===== src/rtl/onewire_slave_phy.sv =====
// rtl/onewire_slave_phy.sv - 1-Wire device-side PHY: reset/presence responder and slot decoder
module onewire_slave_phy #(
    parameter int CLKS_PER_US  = 27,
    parameter int RESET_MIN_US = 480,
    parameter int PRES_WAIT_US = 30,
    parameter int PRES_LEN_US  = 120,
    parameter int SAMPLE_US    = 30,
    parameter int READ_HOLD_US = 30
) (
    input  logic clk,
    input  logic rst,
    input  logic bus_in,
    output logic drive_low,
    output logic reset_seen,
    output logic rx_valid,
    output logic rx_bit,
    input  logic tx_en,
    input  logic tx_bit,
    output logic tx_taken
);

    localparam int T_RESET_MIN = RESET_MIN_US * CLKS_PER_US;
    localparam int CW          = $clog2(T_RESET_MIN) + 1;

    // Outputs are registered, so each "at T" decision is taken at cnt == T-1
    // and becomes visible in the cycle where cnt == T.
    localparam logic [CW-1:0] SAMPLE_AT = CW'(SAMPLE_US * CLKS_PER_US - 1);
    localparam logic [CW-1:0] HOLD_AT   = CW'(READ_HOLD_US * CLKS_PER_US - 1);
    localparam logic [CW-1:0] PWAIT_AT  = CW'(PRES_WAIT_US * CLKS_PER_US - 1);
    localparam logic [CW-1:0] PLEN_AT   = CW'(PRES_LEN_US * CLKS_PER_US - 1);
    // In SLOT_END bus_s has been low for cnt+2 cycles (edge-detect cycle included).
    localparam logic [CW-1:0] RESET_AT  = CW'(T_RESET_MIN - 2);
    localparam logic [CW-1:0] CNT_MAX   = '1;

    typedef enum logic [2:0] {
        IDLE,
        SLOT,
        SLOT_END,
        RST_HIGH,
        PRES_WAIT,
        PRES_DRIVE,
        PRES_RECOVER
    } state_t;

    state_t        state;
    logic [CW-1:0] cnt;
    logic          sync1;
    logic          bus_s;
    logic          bus_q;
    logic          read_slot;
    logic          fall;

    assign fall = bus_q & ~bus_s;

    always_ff @(posedge clk or posedge rst) begin
        if (rst) begin
            state      <= IDLE;
            cnt        <= '0;
            sync1      <= 1'b1;
            bus_s      <= 1'b1;
            bus_q      <= 1'b1;
            read_slot  <= 1'b0;
            drive_low  <= 1'b0;
            reset_seen <= 1'b0;
            rx_valid   <= 1'b0;
            rx_bit     <= 1'b0;
            tx_taken   <= 1'b0;
        end else begin
            sync1      <= bus_in;
            bus_s      <= sync1;
            bus_q      <= bus_s;
            reset_seen <= 1'b0;
            rx_valid   <= 1'b0;
            tx_taken   <= 1'b0;
            if (cnt != CNT_MAX) begin
                cnt <= cnt + 1'b1;
            end

            case (state)
                IDLE: begin
                    if (fall) begin
                        state     <= SLOT;
                        cnt       <= '0;
                        read_slot <= tx_en;
                        tx_taken  <= tx_en;
                        drive_low <= tx_en & ~tx_bit;
                    end
                end
                SLOT: begin
                    if (read_slot && cnt == HOLD_AT) begin
                        drive_low <= 1'b0;
                    end
                    if (cnt == SAMPLE_AT) begin
                        if (!read_slot) begin
                            rx_bit   <= bus_s;
                            rx_valid <= 1'b1;
                        end
                        state <= SLOT_END;
                    end
                end
                SLOT_END: begin
                    // Read hold may outlast the sample point when configured longer.
                    if (read_slot && cnt == HOLD_AT) begin
                        drive_low <= 1'b0;
                    end
                    if (bus_s) begin
                        state <= IDLE;
                    end else if (cnt == RESET_AT && !drive_low) begin
                        reset_seen <= 1'b1;
                        state      <= RST_HIGH;
                    end
                end
                RST_HIGH: begin
                    if (bus_s) begin
                        state <= PRES_WAIT;
                        cnt   <= '0;
                    end
                end
                PRES_WAIT: begin
                    if (cnt == PWAIT_AT) begin
                        drive_low <= 1'b1;
                        state     <= PRES_DRIVE;
                        cnt       <= '0;
                    end
                end
                PRES_DRIVE: begin
                    if (cnt == PLEN_AT) begin
                        drive_low <= 1'b0;
                        state     <= PRES_RECOVER;
                    end
                end
                PRES_RECOVER: begin
                    if (bus_s) begin
                        state <= IDLE;
                    end
                end
                default: begin
                    state     <= IDLE;
                    drive_low <= 1'b0;
                end
            endcase
        end
    end

endmodule

===== config.mk =====
export PLATFORM = sky130hd
export DESIGN_NAME = onewire_slave_phy
export DESIGN_NICKNAME = d
export VERILOG_FILES = /design/src/rtl/onewire_slave_phy.sv
export SDC_FILE = /design/constraint.sdc
export NUM_CORES = 1
export LEC_CHECK = 0
export BUFFER_PORTS_ARGS = -buffer_cell sky130_fd_sc_hd__buf_4
export CELL_PAD_IN_SITES_DETAIL_PLACEMENT = 0
export CELL_PAD_IN_SITES_GLOBAL_PLACEMENT = 1
export CORE_ASPECT_RATIO = 1.4
export CORE_MARGIN = 3
export CORE_UTILIZATION = 47
export DETAILED_ROUTE_END_ITERATION = 8
export PLACE_DENSITY = 0.81
export SLEW_MARGIN = 30
export SYNTH_ARGS = -nofsm -noshare
export SYNTH_HDL_FRONTEND = slang
export SYNTH_SLANG_ARGS = --single-unit

===== constraint.sdc =====
create_clock -name clk -period 2.3 [get_ports clk]
set_input_delay 0.23 -clock clk [delete_from_list [all_inputs] [get_ports clk]]
set_output_delay 0.23 -clock clk [all_outputs]
set_load 0.02 [all_outputs]

==> results.py <==
metrics = {
    "status": {
        "status": "finished, final reports clean",
    },
    "sta": {
        "setup_tns_ps": 0,
        "rsz0062_at_grt": "no",
        "max_slew.worst_pin.slew_ps": 466.1,
        "fmax_mhz": 498.7,
        "fin_crit_ps": 2005,
        "whs_ps": 11.41,
        "finalHoldViolations": 0,
        "slew_headroom_pct": 68.66,
        "skew_ps": 4.311,
        "drv_slew": 0,
        "finalCritPeriodShare_pct": 87.18,
        "setup_viol": 0,
    },
    "synthesis": {
        "synth_top_family_by_area": "simple AND/OR/NAND/NOR gates",
        "synth-edff-count": 0,
        "synth_nets": 159,
        "synth-compound-area-share_pct": 11.11,
        "syn_area_um2": 1543,
        "synth_commonest_cells": "dfrtp_1, nor2_1, inv_1, nand2_1, nand3_1",
        "synthSimpleGateAreaFrac_pct": 30.49,
        "yosysWarnings": 0,
        "synthAdderAreaFrac_pct": 2.433,
        "synth-xor-area-share_pct": 5.109,
        "muxShareOfSynthArea_pct": 2.839,
        "synth-main-ff-cell": "dfrtp_1",
        "synth.top_cell.area_share_pct": 38.93,
        "synth.avg_cell_area_um2": 10.22,
        "yosys-top-cells-area": "dfrtp_1, dfstp_2, nor2_1",
        "synth.distinct_cells": 47,
        "synth.most_common_cell": "dfrtp_1",
        "synthArstFlopShare_pct": 100.0,
        "seq_area_frac_synth_pct": 44.04,
        "syn_inst": 151,
        "yosys_register_bits": 27,
        "yosysTopAreaCell": "dfrtp_1",
    },
    "setup_path": {
        "r2r_slack_ps": 290,
        "end_kind": "register",
        "crit_buf_inv": 0,
        "path_max_fanout": 7,
        "critPathMaxStageDelay_ps": 470,
        "crit_family": "simple AND/OR/NAND/NOR gates",
        "worstPathArrival_ps": 2160,
        "slowest_stage": "dfrtp_1",
        "timing_worst_setup_path_type": "reg -> reg",
        "critical_path_required_ps": 2460,
        "path_cells": "nor4b_1, and4_1, a2bb2oi_2, a21boi_1, mux2_1",
        "start_kind": "register",
    },
    "detailed_routing": {
        "first_pass_iters": 4,
        "drcViolationCount": 0,
        "ant_nets": 0,
        "wl_um": 3159,
        "drtIter0Drc": 37,
        "avgRoutedWirePerCell_um": 15.72,
        "vias_per_cell": 5.985,
        "vias": 1203,
    },
    "power_and_ir_drop": {
        "p_per_area_nw_per_um2": 863.3,
        "p_clk_share_pct": 18.3,
        "switchingPower_mw": 0.5617,
        "seqPwrFrac_pct": 47.2,
        "ir_drop_uv": 467.1,
        "leakagePower_nw": 0.7530,
        "total_power_mw": 1.461,
        "p_sw_share_pct": 38.44,
        "p_int_mw": 0.8997,
        "p_comb_share_pct": 34.4,
    },
    "die": {
        "core_area_um2": 3123,
        "die_h_um": 73.79,
        "die_area_um2": 4016,
        "die_w_um": 54.42,
        "boundaryPins": 10,
        "placementRows": 24,
        "start_util_pct": 49.40,
    },
    "min_path": {
        "holdCritPathClass": "in -> async",
    },
    "clocking": {
        "cts_tree": "done",
        "cts_sinks": 27,
        "cts_made_buffers": 3,
        "ctsResizeCount": 0,
        "clkTransAtPathRegs_ps": 90,
        "root_buffer": "clkbuf_8",
        "clock_latency_ps": 270,
        "clock_path_buffers": 2,
        "htreeDepth": 1,
        "cts_setup_buffers": 0,
        "ctsHoldBuffers": 0,
    },
    "place": {
        "place.gp.congestion": 0.8089,
        "dpl.hpwl_um": 2367,
        "portBuffers": 9,
    },
    "layout": {
        "drive_gt1_share_pct": 22.22,
        "antenna_cells": 0,
        "fin_nets": 171,
        "area_growth_pct": 9.732,
    },
    "global_route": {
        "grt-ovfl-total": 0,
        "grt_pass1_wl_um": 5388,
        "antenna_found_initial": 0,
        "track_usage_pct": 18.33,
        "grt_pass1_vias": 1192,
        "grt_max_degree": 28,
    },
    "job": {
        "maxCapViolations": 0,
    },
}
[registers in the layout (all words and copies together) (netlist names)]
signal,flops
reset_seen,1
sync1,1
rx_valid,1
rx_bit,1
bus_q,1
cnt,15
read_slot,1
drive_low,1
tx_taken,1
bus_s,1
state,3
[placed cells by master, fill, tap and decap left out, types with 2 or more instances in the layout]
cell / instances
a211oi_1: 3
o211ai_1: 2
nor4b_1: 3
mux2_1: 3
ha_1: 3
and3_1: 3
xor2_1: 4
and4_1: 3
dfstp_2: 3
xnor2_1: 5
a21oi_2: 2
and4bb_2: 3
nand4_2: 2
a21oi_1: 3
o21ai_0: 4
inv_1: 7
nor3_1: 6
nand4_1: 2
nand3_1: 7
nor2_1: 21
a21o_1: 2
nand2b_1: 2
nor3b_1: 3
dfrtp_1: 24
clkbuf_8: 3
nand2_1: 7
buf_4: 12
[final cells by class]
type	count	area [um2]
fill	296	1430
clock buffer	3	41.29
multi-input combinational	112	802.0
inverter	7	26.28
tap	39	48.80
sequential	27	679.4
clock inverter	1	5.005
timing repair buffer	12	90.09
[per-stage QoR]
step	instances	setup WS (ps)	utilization [%]	cell area [um2]
2_1_floorplan	151	534.1	-	1543
3_3_place_gp	197	250.4	52.72	1647
3_5_place_dp	197	328.0	52.72	1647
4_1_cts	201	311.7	54.21	1693
5_1_grt	201	176.0	54.21	1693
6_report	201	294.8	54.21	1693
[logic make-up (layout without fill, tap and decap cells)]
logic type / count (synthesis) / count (layout)
adders and majority gates: 3 / 3
muxes: 4 / 4
DFF: 27 / 27
and+or+nand+nor: 73 / 73
AOI/OAI and AO/OA: 23 / 23
xor gates and xnor gates: 9 / 9
buffers and inverters: 12 / 23
[worst paths after layout]
kind | startpoint | endpoint | cells past startpoint
worst max-delay path | cnt[6]$_DFF_PP0_ | drive_low$_DFFE_PP0P_ | 5
worst min-delay path | rst | cnt[7]$_DFF_PP0_ | 3
worst max register to register | cnt[6]$_DFF_PP0_ | drive_low$_DFFE_PP0P_ | 5
worst min register to register | sync1$_DFF_PP1_ | bus_s$_DFF_PP1_ | 0
max in group asynchronous | rst | bus_s$_DFF_PP1_ | 3
min in group clk | bus_in | sync1$_DFF_PP1_ | 1
[routing by layer]
metal | part of all wire [%] | up-vias | global-route usage (%)
li1 | - | 569 | -
met1 | 43 | 592 | 21.82
met2 | 52 | 32 | 30.63
met3 | 2.6 | 10 | 2.231
met4 | 2.8 | 0 | 10.53
met5 | 0 | - | 0
[worst reg2reg max path, cell delays in order, from the launching register on]
cell	delay (ps)
dfrtp_1	470
nor4b_1	400
and4_1	270
a2bb2oi_2	190
a21boi_1	220
mux2_1	340
[power by group through the flow]
stage / registers, mW / logic [mW] / clock network, mW
after floorplan: 0.650 / 0.415 / 0
after global placement: 0.690 / 0.481 / 0
after detailed placement: 0.697 / 0.505 / 0
after CTS: 0.689 / 0.506 / 0.279
after global routing: 0.705 / 0.556 / 0.301
final: 0.690 / 0.503 / 0.268
Note: power is estimated with default switching activity, not from simulation.
